--- src/rtl/add_mul_comp_seq.sv ---
// Handshaked arithmetic unit: adds in one cycle, or multiplies by iterative shift-add over WIDTH cycles.
// Compare-select mode picks add when A > B and multiply otherwise.
module add_mul_comp_seq #(
   parameter int WIDTH = 4
) (
   input  logic                 clk,
   input  logic                 rst_n,
   input  logic                 in_valid,
   output logic                 in_ready,
   input  logic [WIDTH-1:0]     a,
   input  logic [WIDTH-1:0]     b,
   input  logic [1:0]           mode,
   output logic                 out_valid,
   input  logic                 out_ready,
   output logic [2*WIDTH-1:0]   result,
   output logic                 op_mul,
   output logic                 a_gt_b
);

   localparam int CW = (WIDTH > 1) ? $clog2(WIDTH) : 1;
   localparam logic [CW-1:0] LAST_CNT = CW'(WIDTH - 1);

   localparam logic [1:0] S_IDLE = 2'd0;
   localparam logic [1:0] S_MUL  = 2'd1;
   localparam logic [1:0] S_DONE = 2'd2;

   logic [1:0]          r_state;
   logic [2*WIDTH-1:0]  r_acc;
   logic [2*WIDTH-1:0]  r_mcand;
   logic [WIDTH-1:0]    r_mplier;
   logic [CW-1:0]       r_cnt;
   logic [2*WIDTH-1:0]  r_result;
   logic                r_opMul;
   logic                r_aGtB;
   logic                r_pendGt;

   logic                w_aGtB;
   logic                w_selMul;
   logic [2*WIDTH-1:0]  w_sum;
   logic [2*WIDTH-1:0]  w_partial;
   logic [2*WIDTH-1:0]  w_accNext;

   // Modes 00 and 11 have equal bits and both mean compare-select.
   assign w_aGtB    = (a > b);
   assign w_selMul  = (mode == 2'b10) | ((mode[0] == mode[1]) & ~w_aGtB);
   assign w_sum     = {{WIDTH{1'b0}}, a} + {{WIDTH{1'b0}}, b};
   assign w_partial = r_mplier[0] ? r_mcand : '0;
   assign w_accNext = r_acc + w_partial;

   assign in_ready  = (r_state == S_IDLE);
   assign out_valid = (r_state == S_DONE);
   assign result    = r_result;
   assign op_mul    = r_opMul;
   assign a_gt_b    = r_aGtB;

   // Visible outputs change only when an operation completes; the compare flag
   // of a product waits in r_pendGt until the last multiply step.
   always_ff @(posedge clk or negedge rst_n) begin
      if (!rst_n) begin
         r_state  <= S_IDLE;
         r_acc    <= '0;
         r_mcand  <= '0;
         r_mplier <= '0;
         r_cnt    <= '0;
         r_result <= '0;
         r_opMul  <= 1'b0;
         r_aGtB   <= 1'b0;
         r_pendGt <= 1'b0;
      end else begin
         case (r_state)
            S_IDLE: begin
               if (in_valid) begin
                  if (w_selMul) begin
                     r_acc    <= '0;
                     r_mcand  <= {{WIDTH{1'b0}}, a};
                     r_mplier <= b;
                     r_cnt    <= '0;
                     r_pendGt <= w_aGtB;
                     r_state  <= S_MUL;
                  end else begin
                     r_result <= w_sum;
                     r_opMul  <= 1'b0;
                     r_aGtB   <= w_aGtB;
                     r_state  <= S_DONE;
                  end
               end
            end
            S_MUL: begin
               r_acc    <= w_accNext;
               r_mcand  <= r_mcand << 1;
               r_mplier <= r_mplier >> 1;
               r_cnt    <= r_cnt + 1'b1;
               if (r_cnt == LAST_CNT) begin
                  r_result <= w_accNext;
                  r_opMul  <= 1'b1;
                  r_aGtB   <= r_pendGt;
                  r_state  <= S_DONE;
               end
            end
            S_DONE: begin
               if (out_ready) begin
                  r_state <= S_IDLE;
               end
            end
            default: r_state <= S_IDLE;
         endcase
      end
   end

endmodule

--- config.mk ---
export PLATFORM = sky130hd
export DESIGN_NAME = add_mul_comp_seq
export DESIGN_NICKNAME = d
export VERILOG_FILES = /design/src/rtl/add_mul_comp_seq.sv
export SDC_FILE = /design/constraint.sdc
export NUM_CORES = 1
export LEC_CHECK = 0
export ABC_CLOCK_PERIOD_IN_PS = 1950
export BUFFER_PORTS_ARGS = -buffer_cell sky130_fd_sc_hd__clkbuf_2
export CORE_MARGIN = 2
export CORE_UTILIZATION = 50
export CTS_BUF_LIST = sky130_fd_sc_hd__clkbuf_16
export CTS_CLUSTER_SIZE = 20
export DETAILED_ROUTE_END_ITERATION = 10
export PLACE_DENSITY = 0.73
export SYNTH_ARGS = -nofsm -noshare
export SYNTH_HDL_FRONTEND = slang
export SYNTH_SLANG_ARGS = --single-unit
export TNS_END_PERCENT = 5
--- constraint.sdc ---
create_clock -name clk -period 1.95 [get_ports clk]
set_input_delay 0.195 -clock clk [delete_from_list [all_inputs] [get_ports clk]]
set_output_delay 0.195 -clock clk [all_outputs]
set_load 0.05 [all_outputs]
==> out/results.txt <==
Number of flip-flops and latches in the synthesized netlist - 35
Number of diodes - 0
Number of distinct library cells after synthesis - 38
R2R Setup Slk - -0.02 ns
Core Util, Final - 66.99%
Required time reported for the critical path endpoint - 2.11 ns
Number of enable flip-flop cells after synthesis - 0
Floorplan die area - 4758 um^2
Instance count of the mapped netlist - 205
Worst vdd rail ir drop - 668.7 uV
Setup-failing EPs final - 1
Async set-reset flop share out of synthesis - 100.0%
Via count - 1681
Number of antenna violations at the first check in global routing - 0
Last weighted congestion value of the routability-driven placer - 0.8588
Power density over the cells - 1677 nW/um^2
# H-tree levels - 2
Setup clock skew after layout - 0.005282 ns
I/O Buffers - 25
DRC marker count from the first detailed-route iteration - 54
Final Worst Setup Slack - -0.02486 ns
Number of placement rows - 23
Number of I/O pins - 26
Max-slew headroom - 68.77%
Post-DP Area - 2420 um^2
Final std cell area, no fill - 2699 um^2
Worst r2r dst - result[3]
Failing checks - negative setup slack
Routed length per instance - 15.86 um
Total count of hold-check failures in the final report - 0
First-pass GRT wire length - 7.962 mm
Launching instance or port of the critical path - r_mplier[0]
Critical path arrival - 2.13 ns
Maximum operating frequency - 506.4 MHz
Synth Net Count - 238
Worst R2R Start - r_mplier[0]
Type of the most critical hold path - in -> reg
Capturing element type of the critical path - flip-flop
Start point of the worst hold path - out_ready
Vias per std cell - 5.530
Post-route setup TNS - -0.02486 ns
Pwr Total - 4.527 mW
Clk pin slew, worst setup/hold paths - 0.05 ns
Least-Margin Pin Slew - 0.4680 ns
Number of clock buffers inserted by TritonCTS - 5
Shortest period the worst path allows - 1.975 ns
Fraction of layout cells with a size suffix above 1 - 33.86%
Maximum clock path buffer count - 2
Total detailed-routing wirelength - 4.821 mm
Signed area change from the synthesized netlist to the final layout - 27.86%
Maximum number of pins on one net before global-route repair - 36
Mapped Avg Cell Area - 10.30 um^2
Startpoint type of the worst setup path - flip-flop
Global-route total usage across every layer - 23.20%
Total number of clock tree sinks - 35
Root cell of the clock tree - sky130_fd_sc_hd__clkbuf_16
Yosys warning total - 0
Std-Cell Core Area - 4029 um^2
Most common flop cell mapped by yosys - sky130_fd_sc_hd__dfrtp_1
Share of the cycle needed by the critical path after routing - 101.3%
Start-to-end type of the worst setup path - reg -> reg
Fraction of the yosys area taken by sequential cells - 41.49%
Final routed DRC violation total - 0
Total congestion overflow after global routing - 0
Dpl hpwl - 3.339 mm
R2r worst-path depth - 7
Die Y-Extent - 68.98 um
End point of the critical path - result[3]
Via count of the first global-routing pass - 1759
Initial cell density of the core - 52.39%
Latest clock arrival within the worst-skew pair - 0.28 ns
Outcome - finished, violations left
Post-synthesis cell area - 2111 um^2
Floorplan die width - 68.98 um
Nets@finish - 286
Unrepaired setup endpoints after global routing - true
Final number of max-transition violations - 0
Reported max-cap violation count - 0
ANT nets after route - 0
Critical-path maximum fanout - 5
Leakage component of the power - 1.368 nW
Number of optimization iterations in the first detailed-route pass - 4
CTS tree - done
Tightest hold margin - 0.1057 ns
cells in the final DEF, fill, tap and decap left out, types with 3 or more instances in the layout:
cell type / n
sky130_fd_sc_hd__a21oi_1: 7
sky130_fd_sc_hd__ha_1: 13
sky130_fd_sc_hd__inv_1: 17
sky130_fd_sc_hd__mux2i_1: 3
sky130_fd_sc_hd__a21oi_2: 3
sky130_fd_sc_hd__ha_4: 4
sky130_fd_sc_hd__xnor2_1: 4
sky130_fd_sc_hd__buf_4: 21
sky130_fd_sc_hd__nand2_1: 24
sky130_fd_sc_hd__and2_1: 6
sky130_fd_sc_hd__a21o_1: 5
sky130_fd_sc_hd__mux2_4: 11
sky130_fd_sc_hd__clkbuf_16: 5
sky130_fd_sc_hd__nor2_1: 6
sky130_fd_sc_hd__a22o_1: 11
sky130_fd_sc_hd__o21ai_0: 10
sky130_fd_sc_hd__dfrtp_1: 35
sky130_fd_sc_hd__clkbuf_2: 25
synthesized netlist by cell type, types with 2 or more instances:
cell type | count | area [um^2]
sky130_fd_sc_hd__dfrtp_1 | 35 | 875.8
sky130_fd_sc_hd__nand2_1 | 25 | 93.84
sky130_fd_sc_hd__ha_1 | 17 | 212.7
sky130_fd_sc_hd__inv_1 | 17 | 63.81
sky130_fd_sc_hd__a21oi_1 | 12 | 60.06
sky130_fd_sc_hd__o21ai_0 | 12 | 60.06
sky130_fd_sc_hd__a22o_1 | 11 | 96.34
sky130_fd_sc_hd__mux2_4 | 11 | 165.2
sky130_fd_sc_hd__and2_1 | 7 | 43.79
sky130_fd_sc_hd__nor2_1 | 7 | 26.28
sky130_fd_sc_hd__a21o_1 | 5 | 37.54
sky130_fd_sc_hd__xnor2_1 | 5 | 43.79
sky130_fd_sc_hd__clkbuf_1 | 3 | 11.26
sky130_fd_sc_hd__mux2i_1 | 3 | 30.03
sky130_fd_sc_hd__nand3_1 | 3 | 15.01
sky130_fd_sc_hd__buf_2 | 2 | 10.01
sky130_fd_sc_hd__buf_6 | 2 | 22.52
sky130_fd_sc_hd__fa_1 | 2 | 40.04
sky130_fd_sc_hd__mux2_2 | 2 | 22.52
sky130_fd_sc_hd__nand2b_1 | 2 | 12.51
sky130_fd_sc_hd__nor3_1 | 2 | 10.01
sky130_fd_sc_hd__o211a_1 | 2 | 20.02
sky130_fd_sc_hd__o211ai_1 | 2 | 15.01
sky130_fd_sc_hd__o31a_1 | 2 | 17.52
flip-flops by register name (all words and copies together) (netlist names):
| signal | cells |
|---|---|
| op_mul | 1 |
| a_gt_b | 1 |
| r_cnt | 2 |
| r_acc | 8 |
| r_state | 2 |
| r_mcand | 8 |
| r_pendGt | 1 |
| r_mplier | 4 |
| result | 8 |
through the flow:
stage / setup slack (ns) / instances
after floorplan: -0.07121 / 205
after global placement: -0.1182 / 293
after detailed placement: -0.1757 / 293
after CTS: -0.02053 / 304
after global routing: -0.07279 / 304
final: -0.02486 / 304
critical path, stage by stage (launching register included):
cell and delay [ns]:
sky130_fd_sc_hd__dfrtp_1 0.41, sky130_fd_sc_hd__and2_1 0.20, sky130_fd_sc_hd__ha_4 0.26, sky130_fd_sc_hd__a21oi_4 0.16
sky130_fd_sc_hd__nand2_1 0.09, sky130_fd_sc_hd__xnor2_1 0.17, sky130_fd_sc_hd__a211o_1 0.30, sky130_fd_sc_hd__mux2_4 0.26
what timing repair did:
item | CTS | global route
buffers inserted | 2 | 0
endpoints found under the hold margin | 35 | 0
hold buffers | 1 | 0
setup endpoints to repair | 8 | 9
gates resized for setup | 8 | 13
cloned | 0 | 0
pin swaps | 10 | 3
routing by layer:
metal  global-route usage [%]  routed length [um]  up-vias
met5                        0                   0        -
met1                    26.82                2053      809
li1                         -                   -      814
met4                    9.314                 114        0
met3                    6.331                 168       12
met2                    40.50                2485       46
logic make-up (layout without fill, tap and decap cells):
family                     count (synthesis)  after routing  synth area share (%)
AOI/OAI and AO/OA                         54             54                 17.55
and+or+nand+nor                           51             51                 11.09
DFF                                       35             35                 41.49
buffers and inverters                     24             73                 5.098
adders and majority gates                 19             19                 11.97
muxes                                     16             16                 10.31
xor gates and xnor gates                   6              6                 2.490
power by group:
group | switching [mW] | internal (mW)
Clock | 0.290 | 0.463
Sequential | 0.240 | 1.05
Combinational | 1.37 | 1.11
Total | 1.90 | 2.62
worst min path at each step:
stage | endpoint | cells after the start
6_report | r_state[1] | 2
4_1_cts | r_state[1] | 2
2_1_floorplan | a_gt_b | 0
5_1_grt | r_state[1] | 2
3_5_place_dp | r_state[0] | 2
3_3_place_gp | r_state[0] | 2
layout make-up:
class | count | area (um^2)
clock buffer | 5 | 125.1
clock inverter | 3 | 15.01
fill | 338 | 1330
inverter | 17 | 63.81
multi-input combinational | 146 | 1244
sequential | 35 | 875.8
tap | 50 | 62.56
timing repair buffer | 48 | 312.8
Note: power is estimated with default switching activity, not from simulation.
